--- src/rtl/tile_blitter.sv ---
// Copies one TILE_W x TILE_H tile of RGB pixels from a synchronous sprite ROM
// to the VGA pixel-write port, with colour-key transparency and horizontal flip.
module tile_blitter #(
    parameter int                TILE_W          = 8,
    parameter int                TILE_H          = 8,
    parameter int                COORD_W         = 8,
    parameter int                ADDR_W          = 12,
    parameter int                CH_W            = 8,
    parameter int                ROM_LATENCY     = 1,
    parameter bit                TRANSPARENT_EN  = 1'b1,
    parameter logic [3*CH_W-1:0] TRANSPARENT_KEY = 24'hFF00FF
) (
    input  logic                clk,
    input  logic                resetn,
    input  logic                start,
    input  logic [ADDR_W-1:0]   tile_base,
    input  logic [COORD_W-1:0]  x_origin,
    input  logic [COORD_W-1:0]  y_origin,
    input  logic                flip_x,
    output logic [ADDR_W-1:0]   rom_addr,
    input  logic [CH_W-1:0]     rom_data,
    output logic                vga_draw_enable,
    input  logic                vga_ready,
    output logic [COORD_W-1:0]  vga_x,
    output logic [COORD_W-1:0]  vga_y,
    output logic [3*CH_W-1:0]   vga_rgb,
    output logic                busy,
    output logic                done
);

    localparam int PX_W = $clog2(TILE_W);
    localparam int PY_W = $clog2(TILE_H);

    localparam logic [PX_W-1:0]    PX_LAST  = PX_W'(TILE_W - 1);
    localparam logic [PY_W-1:0]    PY_LAST  = PY_W'(TILE_H - 1);
    localparam logic [1:0]         LAT_LAST = 2'(ROM_LATENCY);
    localparam logic [COORD_W-1:0] X_LAST   = COORD_W'(TILE_W - 1);

    typedef enum logic [2:0] {
        S_IDLE,
        S_FETCH_R,
        S_FETCH_G,
        S_FETCH_B,
        S_EMIT,
        S_NEXT,
        S_DONE
    } state_e;

    state_e             state_q, state_d;
    logic [PX_W-1:0]    px_q, px_d;
    logic [PY_W-1:0]    py_q, py_d;
    logic [1:0]         lat_q, lat_d;
    logic [ADDR_W-1:0]  pix_addr_q, pix_addr_d;
    logic [COORD_W-1:0] x_org_q, x_org_d;
    logic [COORD_W-1:0] y_org_q, y_org_d;
    logic               flip_q, flip_d;
    logic [CH_W-1:0]    r_q, r_d;
    logic [CH_W-1:0]    g_q, g_d;
    logic [CH_W-1:0]    b_q, b_d;

    logic [3*CH_W-1:0]  pixel;
    logic               is_key;
    logic [COORD_W-1:0] col_off;
    logic               fetch_last;

    assign pixel      = {r_q, g_q, b_q};
    assign is_key     = TRANSPARENT_EN && (pixel == TRANSPARENT_KEY);
    assign col_off    = flip_q ? (X_LAST - COORD_W'(px_q)) : COORD_W'(px_q);
    assign fetch_last = (lat_q == LAT_LAST);

    // NOTE: state registers use non-blocking assignments so every flop samples
    // the pre-edge value of its neighbours, independent of process ordering.
    always_ff @(posedge clk or negedge resetn) begin
        if (!resetn) begin
            state_q    <= S_IDLE;
            px_q       <= '0;
            py_q       <= '0;
            lat_q      <= '0;
            pix_addr_q <= '0;
            x_org_q    <= '0;
            y_org_q    <= '0;
            flip_q     <= 1'b0;
            r_q        <= '0;
            g_q        <= '0;
            b_q        <= '0;
        end else begin
            state_q    <= state_d;
            px_q       <= px_d;
            py_q       <= py_d;
            lat_q      <= lat_d;
            pix_addr_q <= pix_addr_d;
            x_org_q    <= x_org_d;
            y_org_q    <= y_org_d;
            flip_q     <= flip_d;
            r_q        <= r_d;
            g_q        <= g_d;
            b_q        <= b_d;
        end
    end

    // NOTE: every signal written here gets a default first, so no path through
    // the case statement can leave one unassigned and infer a latch.
    always_comb begin
        state_d         = state_q;
        px_d            = px_q;
        py_d            = py_q;
        lat_d           = lat_q;
        pix_addr_d      = pix_addr_q;
        x_org_d         = x_org_q;
        y_org_d         = y_org_q;
        flip_d          = flip_q;
        r_d             = r_q;
        g_d             = g_q;
        b_d             = b_q;
        rom_addr        = '0;
        vga_draw_enable = 1'b0;
        vga_x           = '0;
        vga_y           = '0;
        vga_rgb         = '0;
        busy            = (state_q != S_IDLE) && (state_q != S_DONE);
        done            = 1'b0;

        case (state_q)
            S_IDLE: begin
                if (start) begin
                    pix_addr_d = tile_base;
                    x_org_d    = x_origin;
                    y_org_d    = y_origin;
                    flip_d     = flip_x;
                    px_d       = '0;
                    py_d       = '0;
                    lat_d      = '0;
                    state_d    = S_FETCH_R;
                end
            end

            S_FETCH_R: begin
                rom_addr = pix_addr_q;
                lat_d    = fetch_last ? 2'd0 : lat_q + 2'd1;
                if (fetch_last) begin
                    r_d     = rom_data;
                    state_d = S_FETCH_G;
                end
            end

            S_FETCH_G: begin
                rom_addr = pix_addr_q + ADDR_W'(1);
                lat_d    = fetch_last ? 2'd0 : lat_q + 2'd1;
                if (fetch_last) begin
                    g_d     = rom_data;
                    state_d = S_FETCH_B;
                end
            end

            S_FETCH_B: begin
                rom_addr = pix_addr_q + ADDR_W'(2);
                lat_d    = fetch_last ? 2'd0 : lat_q + 2'd1;
                if (fetch_last) begin
                    b_d     = rom_data;
                    state_d = S_EMIT;
                end
            end

            S_EMIT: begin
                // Colour-keyed pixels skip the handshake entirely.
                if (is_key) begin
                    state_d = S_NEXT;
                end else begin
                    vga_draw_enable = 1'b1;
                    vga_x           = x_org_q + col_off;
                    vga_y           = y_org_q + COORD_W'(py_q);
                    vga_rgb         = pixel;
                    if (vga_ready) begin
                        state_d = S_NEXT;
                    end
                end
            end

            S_NEXT: begin
                // Raster order: the linear pixel index always advances by one.
                pix_addr_d = pix_addr_q + ADDR_W'(3);
                state_d    = S_FETCH_R;
                if (px_q < PX_LAST) begin
                    px_d = px_q + PX_W'(1);
                end else begin
                    px_d = '0;
                    if (py_q < PY_LAST) begin
                        py_d = py_q + PY_W'(1);
                    end else begin
                        state_d = S_DONE;
                    end
                end
            end

            S_DONE: begin
                done    = 1'b1;
                state_d = S_IDLE;
            end

            default: begin
                state_d = S_IDLE;
            end
        endcase
    end

endmodule
--- config.mk ---
export PLATFORM = sky130hd
export DESIGN_NAME = tile_blitter
export DESIGN_NICKNAME = d
export VERILOG_FILES = /design/src/rtl/tile_blitter.sv
export SDC_FILE = /design/constraint.sdc
export NUM_CORES = 1
export LEC_CHECK = 0
export CORE_UTILIZATION = 45
export CTS_CLUSTER_DIAMETER = 100
export DETAILED_ROUTE_END_ITERATION = 8
export PLACE_DENSITY = 0.88
export SLEW_MARGIN = 25
export SYNTH_ARGS = -nofsm -noshare
export SYNTH_HDL_FRONTEND = slang
export SYNTH_SLANG_ARGS = --single-unit
--- constraint.sdc ---
create_clock -name clk -period 1.65 [get_ports clk]
set_input_delay 0.165 -clock clk [delete_from_list [all_inputs] [get_ports clk]]
set_output_delay 0.165 -clock clk [all_outputs]
set_load 0.05 [all_outputs]
==> flow_summary.toml <==
[global_route]
grt.met1_usage_pct = 47.2
antenna_found_initial = 1
grt_max_degree = 36
grtUsageMet2_pct = 75.0
grt_pass1_vias = 5200
gr-max-usage-layer = "met2"
grt_util_all_layers_pct = 44.3
grt-ovfl-total = 0
met3_usage_pct = 11.7
grt_pass1_wl_um = 31300

[critical_path]
worst_ep_required_time_ns = 1.48
path_cells = "xor2_2, ha_2, inv_2, fa_2, nor2b_4, o2111ai_4, xor2_2, nor2_4, buf_12"
cp-start-kind = "flop"
arrival_ns = 2.82
cp_slowest_cell = "dfrtp_2"
cp_max_fo = 3
cp-end-kind = "output port"
cp_top_family = "adder cells"
max_stage_delay_ns = 0.46
path_class = "flop to output port"
crit_buf_inv = 2
critPathMostFrequentCell = "xor2_2"

[cells_and_area]
layout.nets = 710
final_cell_mix = "89 x buf_4, 62 x buf_12, 59 x dfrtp_1, 42 x buf_6, 39 x clkdlybuf4s50_1"
area_delta_synth_final_pct = 98.7
utilization_pct = 92.9
design_area_um2 = 8180
final.fill_count = 245
stdcell_count = 766
seq_area_um2 = 1610
multi_input_area_um2 = 3210
mostFrequentLayoutCell = "buf_4"
drive_gt1_share_pct = 64.2

[detailed_routing]
post_drt_wl_per_cell_um = 32.6
drc = 26
totalWireLength_um = 25000
route.vias.total = 5416
via_per_inst = 7.07
ant_nets = 0
firstDrtPassIters = 7
drt_iter0_drc = 607

[yosys]
synth_area_um2 = 4120
synth_edf_count = 0
synth_cell_types = 63
yosysWarnings = 0
synth_area_leaders = "dfrtp_1 39%, mux2_2 11%, ha_1 3.9%"
async_flop_share_pct = 100
synthFlopType = "dfrtp_1"
synth_top_area_share_pct = 38.9
netlist_instances = 425
synth_fp_nets = 481
synth_seq_cells = 64
synth_top_area_cell = "dfrtp_1"
synth-seq-area-share_pct = 38.9
avgSynthCellArea_um2 = 9.69

[clock_network]
cts_tree = "built"
cts_buffers = 9
worstSkewPairLatency_ns = 0.37
cts_max_level = 3
max-clock-path-buffers = 2
clkTransAtPathRegs_ns = 0.09
cts_sinks = 64
ctsRootBufferMaster = "clkbuf_8"

[die]
die_y_um = 97.7
start_util_pct = 46.8
die_area_um2 = 9540
rows = 34
core-area_um2 = 8810
die_w_um = 97.7
ioPinCount = 96

[sta]
rsz0062_at_grt = "yes"
worst_slew_pin_slew_ns = 0.518
maxSlewHeadroom_pct = 65.5
final_hold_viol_count = 0
finalClockSkew_ns = 0.0140
fin_crit_sh_pct = 181
setup_ws_ns = -1.34
setup_violations = 109
fin_crit_ns = 2.99
hold_slack_ns = 0.397
max_freq_ghz = 0.335
slew_violations = 0

[place]
portBuffers = 95
dp_hpwl_um = 10900
placedCellCount = 705
gp_congestion = 1.00
dpl_cell_area_um2 = 6710

[min_path]
hp-class = "input port to flop"

[power_and_ir_drop]
power.total_mw = 17.8
vdd_ir_drop_max_mv = 2.01
p_per_area_nw_per_um2 = 2180
leakagePower_nw = 3.51

[status]
status = "finished with violations"
violations = "DRC, setup timing"

[run]
drv_cap = 0
[registers in the layout (all words and copies together) (netlist names)]
| signal | cells |
|---|---|
| lat_q | 2 |
| b_q | 8 |
| pix_addr_q | 12 |
| py_q | 3 |
| flip_q | 1 |
| y_org_q | 8 |
| g_q | 8 |
| px_q | 3 |
| state_q | 3 |
| r_q | 8 |
| x_org_q | 8 |
[worst paths after layout]
path / startpoint / endpoint / slack (ns) / cells after the start
worst max-delay path: flip_q$_DFFE_PN0P_ / vga_x[6] / -1.34 / 9
worst min-delay path: tile_base[8] / pix_addr_q[8]$_DFFE_PN0P_ / 0.40 / 3
worst max register to register: state_q[1]$_DFFE_PN0P_ / x_org_q[0]$_DFFE_PN0P_ / -0.49 / 8
worst min register to register: x_org_q[2]$_DFFE_PN0P_ / x_org_q[2]$_DFFE_PN0P_ / 0.54 / 1
max in group asynchronous: resetn / pix_addr_q[3]$_DFFE_PN0P_ / 0.81 / 3
min in group asynchronous: resetn / g_q[1]$_DFFE_PN0P_ / 0.41 / 3
[timing repair]
item,CTS,global route
endpoints found under the hold margin,64,0
setup buffers,22,25
gates resized for setup,144,88
setup endpoints to repair,98,116
pin swaps,53,37
cloned,3,4
hold buffers,1,0
[worst reg2reg max path: stages (launching register included)]
cell     delay [ns]
dfrtp_1        0.41
buf_6          0.14
buf_8          0.13
buf_12         0.14
nor4b_4        0.41
buf_6          0.21
buf_12         0.12
buf_12         0.13
mux2_4         0.32
[final cells by class]
type,instances,share of cell area (%)
Multi-Input combinational cell,318,39.3
Timing Repair Buffer,243,36.1
Sequential cell,64,19.6
Clock buffer,10,1.68
Tap cell,108,1.65
Inverter,16,0.994
Timing Repair inverter,2,0.336
Clock inverter,4,0.275
Antenna cell,1,0.0306
[where the power goes]
| group | leakage, nW | switching (mW) | internal, mW |
|---|---|---|---|
| sequential | 0.775 | 1.03 | 2.32 |
| combinational | 2.65 | 6.92 | 6.26 |
| clock | 0.0838 | 0.727 | 0.563 |
[cell usage after synthesis (all sizes together), types with 7 or more instances]
| master | number |
|---|---|
| and3 | 10 |
| dfrtp | 64 |
| mux2 | 41 |
| o21ai | 30 |
| nand3 | 14 |
| nor2b | 7 |
| nor2 | 26 |
| clkbuf | 8 |
| and2 | 28 |
| nand2 | 32 |
| nand4 | 10 |
| inv | 16 |
| ha | 13 |
| buf | 19 |
| a21oi | 15 |
| xor2 | 7 |
[kinds of logic (layout without fill, tap and decap cells)]
logic type,Yosys count,after routing,share of synthesized area (%)
other,0,1,0
DFF,64,64,38.9
xor gates and xnor gates,13,13,2.76
AOI/OAI and AO/OA,94,94,15.6
buffers and inverters,43,275,4.71
adders and majority gates,15,15,4.92
muxes,43,43,11.7
and+or+nand+nor,153,153,21.5
[stage by stage]
stage          TNS [ns]  setup slack (ns)
2_1_floorplan     -7.51            -0.407
3_3_place_gp     -11.23            -0.371
3_5_place_dp     -15.86            -0.474
4_1_cts          -37.09            -0.865
5_1_grt          -64.81             -1.48
6_report         -63.65             -1.34
[metal layers]
metal / up-vias / wire length [um]
li1: 1999 / -
met1: 2533 / 7730
met2: 602 / 11100
met3: 282 / 3020
met4: 0 / 3120
met5: - / 0
(Power assumes the default switching activity.)
